### src/rtl/fetch_pkg.sv
// fetch_pkg: shared types and constants for the instruction fetch queue.
//   fetch_entry_t  one buffered {PC, instruction} pair
//   NOP_INSTR      instruction presented to decode when the queue is empty
//   FETCH_DEPTH    default queue depth
package fetch_pkg;

    localparam int unsigned FETCH_DEPTH  = 4;
    localparam int unsigned FETCH_ADDR_W = 32;
    localparam int unsigned FETCH_DATA_W = 32;

    localparam logic [FETCH_DATA_W-1:0] NOP_INSTR = 32'h0000_0000;

    typedef struct packed {
        logic [FETCH_ADDR_W-1:0] pc;
        logic [FETCH_DATA_W-1:0] instr;
    } fetch_entry_t;

endpackage

### src/rtl/fetch_queue_mem.sv
// fetch_queue_mem: DEPTH x fetch_entry_t storage for the fetch queue.
//   Clk    clock
//   we     write enable (synchronous write on posedge Clk)
//   waddr  write index
//   wdata  entry to store
//   raddr  read index (asynchronous read)
//   rdata  entry at raddr
module fetch_queue_mem
    import fetch_pkg::*;
#(
    parameter int unsigned DEPTH = FETCH_DEPTH,
    parameter int unsigned PTR_W = $clog2(DEPTH)
) (
    input  logic               Clk,
    input  logic               we,
    input  logic [PTR_W-1:0]   waddr,
    input  fetch_entry_t       wdata,
    input  logic [PTR_W-1:0]   raddr,
    output fetch_entry_t       rdata
);

    fetch_entry_t mem [DEPTH];

    always_ff @(posedge Clk) begin
        if (we) begin
            mem[waddr] <= wdata;
        end
    end

    assign rdata = mem[raddr];

endmodule

### src/rtl/fetch_queue.sv
// fetch_queue: instruction fetch queue between the PC/instruction memory and decode.
// Buffers {PC, instruction} pairs over valid/ready handshakes; Flush drops all entries.
//   Clk                 clock
//   Reset               synchronous active-low reset
//   Flush               discard all entries (branch/jump redirect)
//   InPC/InInstr        fetched PC and instruction
//   InValid/InReady     fetch-side handshake
//   OutPC/OutInstr      head entry (0 / NOP when empty)
//   OutValid/OutReady   decode-side handshake
//   Count               occupied entries
//   Debug               PC of most recently popped entry (only when FETCHQ_DEBUG_EN is defined)
// Optional feature macro: FETCHQ_DEBUG_EN
module fetch_queue
    import fetch_pkg::*;
#(
    parameter int unsigned DEPTH  = FETCH_DEPTH,
    parameter int unsigned DATA_W = FETCH_DATA_W,
    parameter int unsigned ADDR_W = FETCH_ADDR_W
) (
    input  logic                       Clk,
    input  logic                       Reset,
    input  logic                       Flush,
    input  logic [ADDR_W-1:0]          InPC,
    input  logic [DATA_W-1:0]          InInstr,
    input  logic                       InValid,
    output logic                       InReady,
    output logic [ADDR_W-1:0]          OutPC,
    output logic [DATA_W-1:0]          OutInstr,
    output logic                       OutValid,
    input  logic                       OutReady,
    output logic [$clog2(DEPTH+1)-1:0] Count
`ifdef FETCHQ_DEBUG_EN
    ,
    output logic [ADDR_W-1:0]          Debug
`endif
);

    localparam int unsigned PTR_W = $clog2(DEPTH);
    localparam int unsigned CNT_W = $clog2(DEPTH + 1);

    logic [PTR_W-1:0] head;
    logic [PTR_W-1:0] tail;
    logic             push;
    logic             pop;
    fetch_entry_t     wentry;
    fetch_entry_t     rentry;

    assign InReady  = (Count != CNT_W'(DEPTH));
    assign OutValid = (Count != '0);
    assign push     = InValid & InReady;
    assign pop      = OutValid & OutReady;

    assign wentry.pc    = InPC;
    assign wentry.instr = InInstr;

    // Writes during Flush land in a slot that is no longer counted, so no gating needed.
    fetch_queue_mem #(
        .DEPTH (DEPTH),
        .PTR_W (PTR_W)
    ) u_mem (
        .Clk   (Clk),
        .we    (push),
        .waddr (tail),
        .wdata (wentry),
        .raddr (head),
        .rdata (rentry)
    );

    assign OutPC    = OutValid ? rentry.pc    : '0;
    assign OutInstr = OutValid ? rentry.instr : NOP_INSTR;

    always_ff @(posedge Clk) begin
        if (!Reset || Flush) begin
            head  <= '0;
            tail  <= '0;
            Count <= '0;
        end else begin
            if (push) begin
                tail <= tail + PTR_W'(1);
            end
            if (pop) begin
                head <= head + PTR_W'(1);
            end
            case ({push, pop})
                2'b10:   Count <= Count + CNT_W'(1);
                2'b01:   Count <= Count - CNT_W'(1);
                default: Count <= Count;
            endcase
        end
    end

`ifdef FETCHQ_DEBUG_EN
    // A pop coinciding with Flush is ignored, so it must not update Debug either.
    always_ff @(posedge Clk) begin
        if (!Reset) begin
            Debug <= '0;
        end else if (pop && !Flush) begin
            Debug <= OutPC;
        end
    end
`endif

endmodule

### config.mk
export PLATFORM = sky130hd
export DESIGN_NAME = fetch_queue
export DESIGN_NICKNAME = d
export VERILOG_FILES = /design/src/rtl/fetch_pkg.sv /design/src/rtl/fetch_queue_mem.sv /design/src/rtl/fetch_queue.sv
export SDC_FILE = /design/constraint.sdc
export NUM_CORES = 1
export LEC_CHECK = 0
export ABC_AREA = 1
export BUFFER_PORTS_ARGS = -buffer_cell sky130_fd_sc_hd__buf_2
export CAP_MARGIN = 15
export CORE_UTILIZATION = 52
export CTS_CLUSTER_DIAMETER = 120
export DETAILED_ROUTE_END_ITERATION = 12
export PLACE_DENSITY_LB_ADDON = 0.05
export SLEW_MARGIN = 20
export SYNTH_ARGS = -nofsm -noshare
export SYNTH_HDL_FRONTEND = slang
export SYNTH_SLANG_ARGS = --single-unit
### constraint.sdc
create_clock -name Clk -period 3.71 [get_ports Clk]
set_input_delay 0.371 -clock Clk [delete_from_list [all_inputs] [get_ports Clk]]
set_output_delay 0.371 -clock Clk [all_outputs]
set_load 0.01 [all_outputs]
# After elaboration in Yosys (flattened, before gate mapping)
# Memory sizes are Yosys's and may differ from the RTL's. A register that Yosys moved wholly into a read port is not among the register bits.
# Cells that the tools add are included.
# word_totals
mem_bits_ro	0
latchBits	0
register_bits	7
input_bits	69
mem_bits_rw	256
wordCells	24
n_memories	1
# memory_table
name	depth	width	rd	rd_clocked_by_memory_dff	write_ports	line	source
u_mem.mem	4	64	1	1	1	fetch_queue_mem.sv:22	fetch_entry_t mem [DEPTH];
# classes
magnitude_cmp	0
addsub	4
n_shift	0
n_mux	7
bitwise_logic	2
n_div	0
n_reduce_logical	4
eq_ne	3
n_mul	0
# op_table
op	count
$mux 32	2
$pmux 3 s2	1
$add 2x1->2 const B	2
$mux 2	2
$add 3x1->3 const B	1
$ne 3x3->1 const B	1
$reduce_bool 3->1	1
$sub 3x1->3 const B	1
$and 1x1->1	2
$eq 2x1->1 const B	1
$eq 2x2->1 const B	1
$mux 1	2
$reduce_bool 2->1	1
$logic_not 1->1	1
$logic_or 1x1->1	1

# Depth between registers and ports, before layout
# depth
depth_word	4
mapped_depth	13

# Modules after synthesis
# From an unflattened synthesis, not the netlist that was laid out.
# unflattened
hier_cells	1202
area_unflattened_um2	11726.2
# modules_own_cells
mod	cells_each	n_inst	area_each_um2	seq_area_each_um2
fetch_queue_mem	1010	1	10761.6	7687.4
fetch_queue	192	1	964.7	140.1

# Least setup slack after synthesis
# OpenSTA, ideal clock, no wires.
# synth_path
path_type	reg-to-reg
start	reg Count[1]
end	mem u_mem.mem[0][0] in the netlist's numbering (enable)
path_buffers	0
required_ns	3.223
period_less_slack_ns	3.956
stages_incl_launch_ff	5
arrival_ns	3.469
setup_slack_ns	-0.246
path_cell_list	dfxtp_1 nor2_1 nand2_1 nand2_1 nor2_1
# synth_between
elab_chain_len	4
# synth_lines
element	line	source
from (decl)	fetch_queue.sv:31	output logic [$clog2(DEPTH+1)-1:0] Count
from (signal assigned)	fetch_queue.sv:85	2'b10: Count <= Count + CNT_W'(1);
from (signal assigned)	fetch_queue.sv:86	2'b01: Count <= Count - CNT_W'(1);
from (signal assigned)	fetch_queue.sv:87	default: Count <= Count;
$ne 3x3->1	fetch_queue.sv:48	assign InReady = (Count != CNT_W'(DEPTH));
via InReady	fetch_queue.sv:26	output logic InReady,
$and 1x1->1	fetch_queue.sv:50	assign push = InValid & InReady;
$mux 1	fetch_queue_mem.sv:25	if (we) begin
$mux 1 (not written as such)	fetch_queue_mem.sv:26	mem[waddr] <= wdata;
to (decl)	fetch_queue_mem.sv:22	
# The timed path passes the listed nets, and every way through them passes these cells.

==> flow_summary.ini <==
[timing]
post-route-period-util = 0.737
maxSlewHeadroom = 0.429
skew_ps = 15.1
final.min_clock_period_ps = 2740
timing.fmax_mhz = 365
rsz0062_at_grt = false
final_hold_viol_count = 0
final-setup-viol-count = 0
fin_hold_ws_ps = 63.0
drv_slew = 0
setup_ws_ps = 974
tightest_slew_ps = 856

[grt]
grt_usage = 0.225
grt_max_degree = 79
grt_overflow = 0
grt_first_pass_wirelength_microns = 34900
antenna_found_initial = 2
grt_pass1_vias = 6675

[clock_network]
cts_setup_buffers = 0
cts-root-buf = clkbuf_16
clockBufferDepth = 3
cts.sinks = 265
cts_hold_buf = 0
clk_latency_ps = 520
cts_tree = done
cts_buffers = 27
h-tree-depth = 1
post_cts_resized = 0
clkTransAtPathRegs_ps = 60

[pwr]
p_comb_frac = 0.069
power_density_nw_per_um2 = 514
intPower_uw = 4910
p_leak_uw = 0.00445
clkPwrFrac = 0.388
pwr-share-seq = 0.543
switchingPower_uw = 1320
swShare = 0.212
ir_drop_uv = 326

[floorplanning]
io_pins = 138
die_area_sq_um = 20600
die_h_microns = 143
core_area_sq_um = 19500
start_util = 0.533
die_w_microns = 143
num_rows = 51

[logic_synthesis]
syn_area_sq_um = 10400
synth_top_area_frac = 0.739
ys_seq_elements = 265
synth_area_leaders = edfxtp_1 (74%), nor2_1 (9.6%), o21ai_0 (5.8%)
ys.flop_type = edfxtp_1
synth_top_cell_by_area = edfxtp_1
netlist-cell-type-count = 17
yosysMostFrequentCell = nor2_1
ys.warnings.count = 0
synth.avg_cell_area_sq_um = 12.6
synth_edf_count = 256
synth_nets = 899
ys_async_sr_fraction = 0
ys_seq_area_frac = 0.756
yosys-top-cells-count = nor2_1 (267), edfxtp_1 (256), o21ai_0 (120), a21oi_1 (69), inv_1 (17)
syn_inst = 824

[status]
status = finished clean

[final_layout]
finalNonFillerCells = 1241
insertedDiodeCount = 0
nets = 1035
utilization = 0.621
fillers = 1549
layout-drive-gt1-share = 0.197
stdcell_area_sq_um = 12100
final-seq-area_sq_um = 7870
multi_input_area_sq_um = 2190
area_growth_syn_to_layout_pct = 16.5

[worst_setup_path]
end_kind = primary output
crit_arrival_ps = 2370
startpoint_type = register
regToRegSetupSlack_ps = 1560
r2r_start = Count[0]
required_ps = 3340
setup.worst_path.class = register to primary output
crit_fanout = 78

[placement]
pre_cts_slack_ps = 1510
port_buffers = 137
hpwl_microns = 13000
dpl_cell_area_sq_um = 11300
gp_congestion = 0.748
dp_cells = 1196

[detailed_routing]
drtPass1Iterations = 4
vias = 6617
routed_wirelength_microns = 22300
drt_iter0_markers = 414
vias_per_cell = 5.33
drc = 0
wl_per_cell_microns = 18.0
antenna_left = 0

[flow_run]
drv_cap = 0

[worst_hold_path]
worst_hold_path_type = input pin to register
hp-start = InPC[18]
==> critical path, stage by stage, from the launching register on <==
cell and delay [ps]:
dfxtp_4 490, clkinv_2 90, buf_4 560, o21ai_0 190, a21oi_1 300, buf_2 200
==> sequential cells by signal, summed over array words and instances (netlist names), named ones only <==
name and count:
tail 2, head 2, Count 3, u_mem.mem 256
==> placed cells by master, fill, tap and decap left out, drive strengths merged <==
master  netlist  layout
a21oi        69      69
buf          35     154
bufinv        0       1
clkbuf       12      40
clkinv        0       5
dfxtp         9       9
edfxtp      256     256
fa            1       1
ha            5       5
inv          20      19
nand2        15      15
nand3         5       5
nor2        267     267
o21ai       130     130
==> final cells by class <==
type	count	area share
Timing Repair Buffer	154	0.0722
Multi-Input combinational cell	492	0.181
Sequential cell	265	0.649
Clock buffer	40	0.0598
Inverter	20	0.00630
Clock inverter	5	0.00413
Tap cell	265	0.0274
==> power groups by stage <==
| stage | sequential, uW | clock, uW | combinational, uW |
|---|---|---|---|
| after floorplan | 3450 | 0 | 235 |
| after global placement | 3450 | 0 | 419 |
| after detailed placement | 3450 | 0 | 434 |
| final | 3390 | 2420 | 430 |
| after CTS | 3390 | 2460 | 436 |
| after global routing | 3390 | 2580 | 484 |
==> worst paths after layout <==
| path | end | cells past startpoint |
|---|---|---|
| setup reg to reg | Count[2] | 12 |
| hold / removal | u_mem.mem[0][50] | 1 |
| hold reg to reg | register | 2 |
| setup / recovery | OutPC[0] | 5 |
==> cells by family (layout without fill, tap and decap cells) <==
| group | count (synthesis) | in the layout | synth area share |
|---|---|---|---|
| AO/OA/AOI/OAI | 199 | 199 | 0.0957 |
| adder cells (fa/ha/maj) | 6 | 6 | 0.00794 |
| buffers and inverters | 67 | 219 | 0.0362 |
| flip-flops | 265 | 265 | 0.756 |
| AND/OR/NAND/NOR | 287 | 287 | 0.104 |
==> per-layer routing <==
| metal | up-vias | share of wire | track usage |
|---|---|---|---|
| li1 | 3171 | - | - |
| met1 | 3229 | 0.42 | 0.296 |
| met2 | 190 | 0.51 | 0.389 |
| met3 | 23 | 0.061 | 0.0390 |
| met4 | 4 | 0.012 | 0.0538 |
| met5 | - | 0.0012 | 0 |
==> through the flow <==
step,total power [uW],TNS [ps]
floorplan,3680,-62990
CTS,6280,0
detailed placement,3880,0
global placement,3860,0
global route,6460,0
finish,6230,0
(Power assumes the default switching activity.)
